--- config.mk ---
export PLATFORM = sky130hd
export DESIGN_NAME = ex_mem_stage_flat
export DESIGN_NICKNAME = d
export VERILOG_FILES = /design/src/rtl/ex_mem_stage_if.sv /design/src/rtl/ex_mem_stage.sv /design/src/flat_wrapper.sv
export SDC_FILE = /design/constraint.sdc
export NUM_CORES = 1
export LEC_CHECK = 0
export CAP_MARGIN = 20
export CORE_MARGIN = 10
export CORE_UTILIZATION = 35
export DETAILED_ROUTE_END_ITERATION = 10
export PLACE_DENSITY = 0.78
export SLEW_MARGIN = 20
export SYNTH_ARGS = -nofsm -noshare
export SYNTH_HDL_FRONTEND = slang
export SYNTH_SLANG_ARGS = --single-unit
--- constraint.sdc ---
create_clock -name clk -period 3.85 [get_ports clk]
set_clock_uncertainty 0.1 [all_clocks]
set_input_delay 1.155 -clock clk [delete_from_list [all_inputs] [get_ports clk]]
set_output_delay 1.155 -clock clk [all_outputs]
set_load 0.01 [all_outputs]
--- src/rtl/ex_mem_stage_if.sv ---
// EX/M pipeline-register bundle: EX-stage fields, WB forwarding source, stall/flush
// control and the registered M-stage outputs with their memory strobes.
interface ex_mem_stage_if;
   logic        stall;
   logic        flush;
   logic [31:0] E_instr;
   logic [31:0] E_pc;
   logic [31:0] E_alu_res;
   logic [31:0] E_rt_data;
   logic [4:0]  E_wreg;
   logic        E_regwrite;
   logic        E_valid;
   logic [4:0]  W_wreg;
   logic        W_regwrite;
   logic [31:0] W_wdata;
   logic [31:0] M_instr;
   logic [31:0] M_pc;
   logic [31:0] M_mem_addr;
   logic [31:0] M_mem_data;
   logic [4:0]  M_wreg;
   logic        M_regwrite;
   logic        M_valid;
   logic        M_sw_p;
   logic        M_lw_p;
   logic        M_we;
   logic        M_adel;
   logic        M_ades;

   modport master (
      output stall, flush, E_instr, E_pc, E_alu_res, E_rt_data, E_wreg, E_regwrite,
             E_valid, W_wreg, W_regwrite, W_wdata,
      input  M_instr, M_pc, M_mem_addr, M_mem_data, M_wreg, M_regwrite, M_valid,
             M_sw_p, M_lw_p, M_we, M_adel, M_ades
   );

   modport slave (
      input  stall, flush, E_instr, E_pc, E_alu_res, E_rt_data, E_wreg, E_regwrite,
             E_valid, W_wreg, W_regwrite, W_wdata,
      output M_instr, M_pc, M_mem_addr, M_mem_data, M_wreg, M_regwrite, M_valid,
             M_sw_p, M_lw_p, M_we, M_adel, M_ades
   );
endinterface

--- src/rtl/ex_mem_stage.sv ---
// EX/M pipeline register with store-data forwarding and memory strobe decode.
// Define EXMEM_ADDR_CHECK_EN to enable misalignment / out-of-range address flags.
module ex_mem_stage #(
   parameter int          DM_ADDR_BITS = 16,
   parameter logic [31:0] NOP_INSTR    = 32'h0000_0000
) (
   input logic          clk,
   input logic          rst,
   ex_mem_stage_if.slave bus
);

   logic [31:0] instr_r;
   logic [31:0] pc_r;
   logic [31:0] addr_r;
   logic [31:0] data_r;
   logic [4:0]  wreg_r;
   logic        regwrite_r;
   logic        valid_r;

   logic        fwd_cap_s;
   logic        fwd_hold_s;
   logic [5:0]  opcode_s;
   logic        is_load_s;
   logic        is_store_s;
   logic        size_word_s;
   logic        size_half_s;
   logic        misalign_s;
   logic        range_s;
   logic        addr_err_s;
   logic        bad_s;
   logic        adel_s;

   function automatic logic is_load_f(input logic [5:0] op);
      case (op)
         6'b100000, 6'b100100, 6'b100001, 6'b100101, 6'b100011: is_load_f = 1'b1;
         default:                                               is_load_f = 1'b0;
      endcase
   endfunction

   function automatic logic is_store_f(input logic [5:0] op);
      case (op)
         6'b101000, 6'b101001, 6'b101011: is_store_f = 1'b1;
         default:                         is_store_f = 1'b0;
      endcase
   endfunction

   // WB result overrides rt data whenever WB writes the store's source register
   always_comb begin
      fwd_cap_s  = bus.W_regwrite && (bus.W_wreg != 5'd0) && (bus.W_wreg == bus.E_instr[20:16]);
      fwd_hold_s = bus.W_regwrite && (bus.W_wreg != 5'd0) && (bus.W_wreg == instr_r[20:16]);
   end

   // Pipeline register: reset/flush bubble, stall hold with data refresh, or capture
   always_ff @(posedge clk) begin
      if (rst || bus.flush) begin
         instr_r    <= NOP_INSTR;
         pc_r       <= 32'h0000_0000;
         addr_r     <= 32'h0000_0000;
         data_r     <= 32'h0000_0000;
         wreg_r     <= 5'd0;
         regwrite_r <= 1'b0;
         valid_r    <= 1'b0;
      end else if (bus.stall) begin
         if (fwd_hold_s) begin
            data_r <= bus.W_wdata;
         end
      end else begin
         instr_r    <= bus.E_instr;
         pc_r       <= bus.E_pc;
         addr_r     <= bus.E_alu_res;
         data_r     <= fwd_cap_s ? bus.W_wdata : bus.E_rt_data;
         wreg_r     <= bus.E_wreg;
         regwrite_r <= bus.E_regwrite;
         valid_r    <= bus.E_valid;
      end
   end

   // Opcode decode and access-size classification of the held instruction
   always_comb begin
      opcode_s    = instr_r[31:26];
      is_load_s   = is_load_f(opcode_s);
      is_store_s  = is_store_f(opcode_s);
      size_word_s = 1'b0;
      size_half_s = 1'b0;
      case (opcode_s)
         6'b100011, 6'b101011:            size_word_s = 1'b1;
         6'b100001, 6'b100101, 6'b101001: size_half_s = 1'b1;
         default: begin
            size_word_s = 1'b0;
            size_half_s = 1'b0;
         end
      endcase
   end

   // Address error detection; the disabled build keeps the check logic but masks it
   always_comb begin
      if (size_word_s) begin
         misalign_s = |addr_r[1:0];
      end else if (size_half_s) begin
         misalign_s = addr_r[0];
      end else begin
         misalign_s = 1'b0;
      end
      range_s    = |addr_r[31:DM_ADDR_BITS];
      addr_err_s = misalign_s | range_s;
`ifdef EXMEM_ADDR_CHECK_EN
      bad_s      = addr_err_s;
`else
      bad_s      = addr_err_s & 1'b0;
`endif
   end

   // Strobes and flags derive only from registered fields; a bubble asserts nothing
   always_comb begin
      adel_s          = valid_r & is_load_s & bad_s;
      bus.M_instr     = instr_r;
      bus.M_pc        = pc_r;
      bus.M_mem_addr  = addr_r;
      bus.M_mem_data  = data_r;
      bus.M_wreg      = wreg_r;
      bus.M_valid     = valid_r;
      bus.M_lw_p      = valid_r & is_load_s & ~bad_s;
      bus.M_sw_p      = valid_r & is_store_s & ~bad_s;
      bus.M_we        = valid_r & is_store_s & ~bad_s;
      bus.M_adel      = adel_s;
      bus.M_ades      = valid_r & is_store_s & bad_s;
      bus.M_regwrite  = valid_r & regwrite_r & ~adel_s;
   end

endmodule

--- src/flat_wrapper.sv ---
// flat-port wrapper written by rule: the top's interface ports become plain ports
module ex_mem_stage_flat 
#(
   parameter int          DM_ADDR_BITS = 16,
   parameter logic [31:0] NOP_INSTR    = 32'h0000_0000
)
  (clk, rst, bus_stall, bus_flush, bus_E_instr, bus_E_pc, bus_E_alu_res, bus_E_rt_data, bus_E_wreg, bus_E_regwrite, bus_E_valid, bus_W_wreg, bus_W_regwrite, bus_W_wdata, bus_M_instr, bus_M_pc, bus_M_mem_addr, bus_M_mem_data, bus_M_wreg, bus_M_regwrite, bus_M_valid, bus_M_sw_p, bus_M_lw_p, bus_M_we, bus_M_adel, bus_M_ades);
  ex_mem_stage_if bus_i ();
  input logic clk;
  input logic rst;
  input wire logic [$bits(bus_i.stall)-1:0] bus_stall;
  input wire logic [$bits(bus_i.flush)-1:0] bus_flush;
  input wire logic [$bits(bus_i.E_instr)-1:0] bus_E_instr;
  input wire logic [$bits(bus_i.E_pc)-1:0] bus_E_pc;
  input wire logic [$bits(bus_i.E_alu_res)-1:0] bus_E_alu_res;
  input wire logic [$bits(bus_i.E_rt_data)-1:0] bus_E_rt_data;
  input wire logic [$bits(bus_i.E_wreg)-1:0] bus_E_wreg;
  input wire logic [$bits(bus_i.E_regwrite)-1:0] bus_E_regwrite;
  input wire logic [$bits(bus_i.E_valid)-1:0] bus_E_valid;
  input wire logic [$bits(bus_i.W_wreg)-1:0] bus_W_wreg;
  input wire logic [$bits(bus_i.W_regwrite)-1:0] bus_W_regwrite;
  input wire logic [$bits(bus_i.W_wdata)-1:0] bus_W_wdata;
  output wire logic [$bits(bus_i.M_instr)-1:0] bus_M_instr;
  output wire logic [$bits(bus_i.M_pc)-1:0] bus_M_pc;
  output wire logic [$bits(bus_i.M_mem_addr)-1:0] bus_M_mem_addr;
  output wire logic [$bits(bus_i.M_mem_data)-1:0] bus_M_mem_data;
  output wire logic [$bits(bus_i.M_wreg)-1:0] bus_M_wreg;
  output wire logic [$bits(bus_i.M_regwrite)-1:0] bus_M_regwrite;
  output wire logic [$bits(bus_i.M_valid)-1:0] bus_M_valid;
  output wire logic [$bits(bus_i.M_sw_p)-1:0] bus_M_sw_p;
  output wire logic [$bits(bus_i.M_lw_p)-1:0] bus_M_lw_p;
  output wire logic [$bits(bus_i.M_we)-1:0] bus_M_we;
  output wire logic [$bits(bus_i.M_adel)-1:0] bus_M_adel;
  output wire logic [$bits(bus_i.M_ades)-1:0] bus_M_ades;
  assign bus_i.stall = bus_stall;
  assign bus_i.flush = bus_flush;
  assign bus_i.E_instr = bus_E_instr;
  assign bus_i.E_pc = bus_E_pc;
  assign bus_i.E_alu_res = bus_E_alu_res;
  assign bus_i.E_rt_data = bus_E_rt_data;
  assign bus_i.E_wreg = bus_E_wreg;
  assign bus_i.E_regwrite = bus_E_regwrite;
  assign bus_i.E_valid = bus_E_valid;
  assign bus_i.W_wreg = bus_W_wreg;
  assign bus_i.W_regwrite = bus_W_regwrite;
  assign bus_i.W_wdata = bus_W_wdata;
  assign bus_M_instr = bus_i.M_instr;
  assign bus_M_pc = bus_i.M_pc;
  assign bus_M_mem_addr = bus_i.M_mem_addr;
  assign bus_M_mem_data = bus_i.M_mem_data;
  assign bus_M_wreg = bus_i.M_wreg;
  assign bus_M_regwrite = bus_i.M_regwrite;
  assign bus_M_valid = bus_i.M_valid;
  assign bus_M_sw_p = bus_i.M_sw_p;
  assign bus_M_lw_p = bus_i.M_lw_p;
  assign bus_M_we = bus_i.M_we;
  assign bus_M_adel = bus_i.M_adel;
  assign bus_M_ades = bus_i.M_ades;
  ex_mem_stage #(.DM_ADDR_BITS(DM_ADDR_BITS), .NOP_INSTR(NOP_INSTR)) u_core (.clk(clk), .rst(rst), .bus(bus_i));
endmodule
# Yosys cells after proc, flatten, opt, wreduce, memory -nomap -nowiden
# Cells that the tools add are included.
# word_totals
reg_bits,135
input_bits,177
output_inout_bits,140
word_cells,33
# op_classes
n_eq_ne,11
mux,5
bitwise_logic,3
reduce_logical,7
# op_table
cell,count
2-to-1 mux 32 bit,3
equality test 6 bit (second input constant),8
equality test 5 bit,2
nonzero test 5 bit,1
OR reduction 5 bit,1
AND 1 bit,3
logical AND 1 bit,3
OR reduction 3 bit,1
2-to-1 mux 1 bit,2
inequality test 2 x 1 -> 1 bit (second input constant),1
logical OR 1 bit,1

# Depth between registers and ports, before layout
# Gate-level depths: netlist of the first run.
# depth
ltp_word,5
ltp_mapped,7
ltp_nobuf,5

# Least setup slack after synthesis of the first run
# Ideal clock, no wire load.
# synth_path
kind,input port to flip-flop
from,in bus_W_wreg[4]
to,"reg u_core.data_r[22], in the netlist u_core.bus.M_mem_data[22]"
setup_ns,0.137
t_arrival_ns,2.584
t_required_ns,3.613
path_slack_ns,1.028
path_stages,6
path_buffers,1
cell_sequence,or4_1 o21a_1 a31oi_4 buf_6 mux2i_1 a211oi_2
# synth_between
elab_chain_len,5
elab_cells_between_ends,9
cone_classes,eq/ne (3); mux (2); reduce/logical (4)
# synth_rtl
element,line_no,text
"start, declared",flat_wrapper.sv:20,input wire logic [$bits(bus_i.W_wreg)-1:0] bus_W_wreg;
nonzero test 5 bit,"ex_mem_stage.sv:49, ex_mem_stage.sv:50",
logical AND 1 bit,"ex_mem_stage.sv:49, ex_mem_stage.sv:50",
logical AND 1 bit,ex_mem_stage.sv:49,fwd_cap_s = bus.W_regwrite && (bus.W_wreg != 5'd0) && (bus.W_wreg == bus.E_instr[20:16]);
2-to-1 mux 32 bit,ex_mem_stage.sv:71,data_r <= fwd_cap_s ? bus.W_wdata : bus.E_rt_data;
2-to-1 mux 32 bit,ex_mem_stage.sv:63,end else if (bus.stall) begin
"end signal, assigned",ex_mem_stage.sv:65,data_r <= bus.W_wdata;
"end signal, assigned",ex_mem_stage.sv:71,
"end, declared",ex_mem_stage.sv:15,logic [31:0] data_r;
# Parallel ways exist; a longest one is shown, timed or not.
# A chain may end at the register's enable or synchronous reset.

# Final worst setup path of the first run
# layout_path
from,"reg u_core.instr_r[26], in the netlist u_core.bus.M_instr[26]"
to,out bus_M_we
# layout_between
elab_chain_len,4
elab_cells_between_ends,6
cone_classes,eq/ne (3); mux (1); bitwise (1); reduce/logical (1)
# layout_rtl
element,line_no,text
"start, declared",ex_mem_stage.sv:12,logic [31:0] instr_r;
"start signal, assigned",ex_mem_stage.sv:68,instr_r <= bus.E_instr;
equality test 6 bit (on tied branches),-,
OR reduction 3 bit *,ex_mem_stage.sv:41,case (op)
2-to-1 mux 1 bit *,ex_mem_stage.sv:41,
AND 1 bit *,ex_mem_stage.sv:124,bus.M_we = valid_r & is_store_s & ~bad_s;
"end, declared",flat_wrapper.sv:32,output wire logic [$bits(bus_i.M_we)-1:0] bus_M_we;
# Mark *: on every way between the ends. The rest lies on a longest branch, timed or not.

==> out/metrics.cfg, run 1 <==
[routing]
drt-vias-per-instance=4.840
route.detailed.wl_per_inst_um=19.32
drt_wl_total_um=19400
drt_drc_violations_left=0
antenna_left=0
drt_first_iter_violations=194
drt_first_pass_iters=5
vias=4859

[global_route]
grt.overflow.total=0
total_track_usage_pct=18.94
first_global_vias=5204
grt_first_pass_wirelength_um=29990
initial_antenna_violation_count=0
grt_max_degree=102

[sta]
max_slew.worst_pin.slew_ns=0.7467
fin_crit_ns=3.286
grt_setup_unrepaired=false
period_share_pct=85.35
tns_ns=0
final_max_slew_violation_count=0
fmaxAchievable_mhz=304.3
final-setup-viol-count=0
worst_hold_slack_ns=0.3930
worst_slew_margin_rel_pct=50.22
final_number_of_hold_violating_endpoints=0

[layout]
finish.net_count=985
layout.cells.non_filler=1004
antenna_cells=0
area_delta_synth_final_pct=75.36
drive_above_1_share_pct=5.732
layout.cells.most_common=sky130_fd_sc_hd__clkdlybuf4s50_1
mostFrequentLayoutCells=313 x sky130_fd_sc_hd__clkdlybuf4s50_1, 135 x sky130_fd_sc_hd__dfxtp_1, 116 x sky130_fd_sc_hd__mux2i_1, 116 x sky130_fd_sc_hd__nor2_1, 20 x sky130_fd_sc_hd__nand3_1

[placement]
numPortBuffers=314
gp_routability_congestion=0.8035
numPlacedInstances=973
dp.final_hpwl_um=15040

[power]
ir_worst_vdd_mv=0.3192
powerDensity_mw_per_mm2=401.7
power.static_leakage_nw=3.622

[floorplanning]
fp.dieArea_mm2=0.02010
starting_density_pct=35.71
vertical_die_dimension_um=141.8
die_width_um=141.8
core.rowCount=44
core_mm2=0.01453
io_pins=317

[hold_path]
hold_path.class=register to register

[yosys]
synth_seq_area_share_pct=52.07
post_synth_inst_count=506
yosys.cell_types.count=31
synth-main-ff-cell=sky130_fd_sc_hd__dfxtp_1
synth_area_per_cell_um2=10.26
edff_count_synth=0
postSynth.asyncResetShare_pct=0
synth.yosys.warnings=0
yosys_register_bits=135
combined_area_of_all_synthesized_cells_mm2=0.005190

[clocking]
tritoncts=yes
cts.htree.levels=4
clkLatencyLatePin_ns=0.40
cts.repair_timing.setup_buffer_count=0
cts-buffers-inserted=17
maximum_number_of_buffers_from_clock_root_to_sink=2
cts_num_sinks=135
cts.clk_slew.worst_paths_ns=0.06
cts.hold.buffers_added=0
cells_resized_by_post_cts_repair=0
cts_root_buffer=sky130_fd_sc_hd__clkbuf_16

[critical_path]
worst_setup_path_start_kind=register
cp_data_required_time_ns=2.59
type_of_element_capturing_the_critical_path=output pin
worstPathMaxFanout=3
cp.arrival_ns=2.03
setup.worst_path.class=register to output pin
setup.reg_to_reg.worst_slack_ns=1.85

[flow_run]
max_cap_viol_count=0

[run_status]
result_of_the_run=completed

-- state kept, by name (all words and copies together), names as in the netlist --
signal / count
u_core.bus.M_instr: 32
u_core.bus.M_pc: 32
u_core.bus.M_mem_data: 32
u_core.bus.M_wreg: 5
u_core.regwrite_r: 1
u_core.bus.M_mem_addr: 32
u_core.bus.M_valid: 1
-- cell usage after synthesis (4+ instances only) --
master	n	area, um2
sky130_fd_sc_hd__dfxtp_1	135	2703
sky130_fd_sc_hd__mux2i_1	116	1161
sky130_fd_sc_hd__nor2_1	116	435.4
sky130_fd_sc_hd__nand3_1	20	100.1
sky130_fd_sc_hd__a21oi_1	19	95.09
sky130_fd_sc_hd__a22oi_1	19	142.6
sky130_fd_sc_hd__clkbuf_1	15	56.30
sky130_fd_sc_hd__buf_1	13	48.80
sky130_fd_sc_hd__buf_2	8	40.04
sky130_fd_sc_hd__a211oi_1	7	52.55
sky130_fd_sc_hd__a211oi_2	7	87.58
sky130_fd_sc_hd__xor2_1	6	52.55
sky130_fd_sc_hd__buf_4	4	30.03
sky130_fd_sc_hd__xnor2_1	4	35.03
-- where the power goes --
part           internal (mW)  switching, mW
sequential              1.45         0.0276
clock                   1.07          0.573
combinational          0.329          0.209
total                   2.85          0.810
-- per-stage QoR --
stage          cell area, um2  total power, mW  util (%)  setup WS (ns)
2_1_floorplan            5194            1.712         -          1.028
3_3_place_gp             8501            2.027     58.49         0.4808
3_5_place_dp             8501            2.044     58.49         0.4007
4_1_cts                  9101            3.696     62.62         0.4994
5_1_grt                  9101            3.801     62.62         0.4382
6_report                 9101            3.656     62.62         0.5640
-- routing by layer --
layer / global-route usage (%) / vias up / routed length [um]
met4: 6.186 / 0 / 278
met5: 0 / - / 0
met1: 20.17 / 2256 / 7108
met3: 8.778 / 18 / 2174
met2: 32.43 / 228 / 9837
li1: - / 2357 / -
-- worst paths after layout --
check	start	end	cells past startpoint
setup / recovery	u_core.bus.M_instr[26]	bus_M_we	4
hold / removal	u_core.bus.M_mem_addr[3]	u_core.bus.M_mem_addr[3]	2
setup reg to reg	u_core.bus.M_instr[17]	u_core.bus.M_mem_data[25]	6
hold reg to reg	u_core.bus.M_mem_addr[3]	u_core.bus.M_mem_addr[3]	2
-- cells by family after synthesis --
logic type / Yosys count / synth area share [%]
and+or+nand+nor: 145 / 11.55
DFF: 135 / 52.07
muxes: 116 / 22.37
AOI/OAI and AO/OA: 58 / 8.655
buffers and inverters: 41 / 3.592
xor gates and xnor gates: 10 / 1.687
other: 1 / 0.07225
-- cell type report --
class	instances	area [um2]
Clock buffer	25	485.5
Clock inverter	6	115.1
Fill cell	1159	5433
Multi-Input combinational cell	331	2318
Sequential cell	135	2703
Tap cell	184	230.2
Timing Repair Buffer	323	3249
-- worst max-delay path, stage by stage (launching register included) --
cell and delay [ns]:
sky130_fd_sc_hd__dfxtp_1 0.36, sky130_fd_sc_hd__nand2b_1 0.13, sky130_fd_sc_hd__nand4b_1 0.14, sky130_fd_sc_hd__nor3b_1 0.37, sky130_fd_sc_hd__clkdlybuf4s50_1 0.62
(Power assumes the default switching activity.)
==> inputs of run 2 (changes only) <==
- PLACE_DENSITY: 0.78 -> 0.76
==> run 2 against run 1 <==
First-iteration DRC count increased by 5.2%. Clock-buffer cell count is 5 lower. Global-route usage down 0.62 points. Total power decreased by 0.85%. Clock power is essentially flat. Critical path depth is 3 higher. Hold slack lost 0.0017 ns. Fmax grew 4.9%. Register-to-register slack lost 0.15 ns. Die area did not move. Sequential share of layout area up 0.086 points. Core utilization is 0.18 points lower. Largest cell class unchanged. Highest routed layer unchanged.
==> out/metrics.cfg, run 2 (synthesized netlist as in run 1, its figures left out) <==
[critical_path]
critical_path.top_delay_family=compound AO/OA/AOI/OAI gates
setup.worst_path.class=primary input to register
setup.reg_to_reg.worst_slack_ns=1.70
ff2ff_path_depth=6
worst_path_max_delay_cell=sky130_fd_sc_hd__o41ai_4
cp_data_required_time_ns=4.06
crit-reg2reg-launch=u_core.bus.M_instr[20]
worst_setup_path_start_kind=primary input
type_of_element_capturing_the_critical_path=register
crit_chain=clkdlybuf4s50_1, or4_1, o21ai_1, o41ai_4, buf_4, nor2_1, a211oi_1
cp.arrival_ns=3.34
worstPathMaxFanout=15
worst_flop_to_flop_path_endpoint=u_core.bus.M_mem_data[2]
cp_slowest_stage_delay_ns=0.77
worst-path-buf-inv=2

[sta]
fin_crit_ns=3.132
tns_ns=0
max_slew.worst_pin.slew_ns=0.7530
final-setup-viol-count=0
final_max_slew_violation_count=0
period_share_pct=81.35
fmaxAchievable_mhz=319.3
grt_setup_unrepaired=false
worst_slew_margin_rel_pct=49.63
final_number_of_hold_violating_endpoints=0

[routing]
route.detailed.wl_per_inst_um=19.09
drt_first_pass_iters=4
drt-vias-per-instance=4.793
vias=4807
drt_drc_violations_left=0
drt_first_iter_violations=204
antenna_left=0
drt_wl_total_um=19150

[global_route]
initial_antenna_violation_count=0
total_track_usage_pct=18.32
first_global_vias=5096
grt_max_degree=136
grt_first_pass_wirelength_um=29000
grt.overflow.total=0

[power]
p_total_mw=3.625
power.static_leakage_nw=3.601
powerDensity_mw_per_mm2=399.5
ir_worst_vdd_mv=0.2348

[floorplanning]
fp.dieArea_mm2=0.02010
die_width_um=141.8
io_pins=317
core_mm2=0.01453
core.rowCount=44
starting_density_pct=35.71
vertical_die_dimension_um=141.8

[placement]
gp_routability_congestion=0.8459
dp.final_hpwl_um=14770
numPortBuffers=314
placedInstanceArea_mm2=0.008486

[clocking]
cts.htree.levels=4
tritoncts=yes
cts-buffers-inserted=17
maximum_number_of_buffers_from_clock_root_to_sink=2
clkLatencyLatePin_ns=0.40
cells_resized_by_post_cts_repair=0
cts_num_sinks=135
cts_root_buffer=sky130_fd_sc_hd__clkbuf_16
cts.hold.buffers_added=0
cts.repair_timing.setup_buffer_count=0
cts.clk_slew.worst_paths_ns=0.05

[hold_path]
hold_path.class=register to register
min_from=u_core.bus.M_mem_addr[22]
min_delay_path_depth=2
worstHoldEndpoint=u_core.bus.M_mem_addr[22]

[layout]
mostFrequentLayoutCells=313 x sky130_fd_sc_hd__clkdlybuf4s50_1, 135 x sky130_fd_sc_hd__dfxtp_1, 116 x sky130_fd_sc_hd__mux2i_1, 116 x sky130_fd_sc_hd__nor2_1, 20 x sky130_fd_sc_hd__nand3_1
drive_above_1_share_pct=5.861
layout.cells.most_common=sky130_fd_sc_hd__clkdlybuf4s50_1
final_core_util_pct=62.44
cell_area_after_layout_mm2=0.009075
finish.net_count=983
antenna_cells=0
area_delta_synth_final_pct=74.86

[flow_run]
max_cap_viol_count=0

[run_status]
result_of_the_run=completed

-- run 2: layout make-up --
cell class / instances / area, um2
clock buffer: 20 / 436.7
clock inverter: 12 / 152.6
fill: 1180 / 5459
multi-input combinational: 331 / 2318
sequential: 135 / 2703
tap: 184 / 230.2
timing repair buffer: 321 / 3234
-- run 2: per-layer routing --
metal	share of wire (%)	vias to the layer above	wire (um)	GRT usage (%)
met5	0	-	0	0
met4	1.4	0	275	6.832
met3	12	19	2382	9.346
met2	50	235	9490	31.02
met1	37	2203	7003	18.97
li1	-	2350	-	-
-- run 2: power by group --
part           internal [mW]  leakage (nW)  switching (mW)
logic                  0.327          2.22           0.206
clock network           1.02         0.276           0.601
registers               1.45          1.10          0.0280
-- run 2: worst min-delay path: cells and delay by family, from the launching register on --
kind | cells | cell delay, ns
multiplexers | 1 | 0.07
flip-flops | 1 | 0.32
AND/OR/NAND/NOR | 1 | 0.07
-- run 2: through the flow --
stage               std cells  hold slack, ns  setup WS (ns)
floorplan                 507          0.3555          1.028
finish                   1003          0.3913         0.7179
global route             1003          0.4171         0.5456
detailed placement        971          0.3862         0.2836
CTS                      1003          0.3992         0.7032
global placement          971          0.3719         0.3903
-- run 2: worst max path at each step --
stage	start	to	slack (ns)	cells past startpoint
after floorplan	bus_W_wreg[4]	u_core.bus.M_mem_data[22]	1.03	6
after global placement	bus_W_wreg[0]	u_core.bus.M_mem_data[11]	0.39	7
after detailed placement	bus_W_wreg[4]	u_core.bus.M_mem_data[2]	0.28	7
after CTS	u_core.bus.M_instr[26]	bus_M_we	0.70	4
after global routing	u_core.bus.M_instr[26]	bus_M_sw_p	0.55	4
final	bus_W_wreg[4]	u_core.bus.M_mem_data[2]	0.72	7
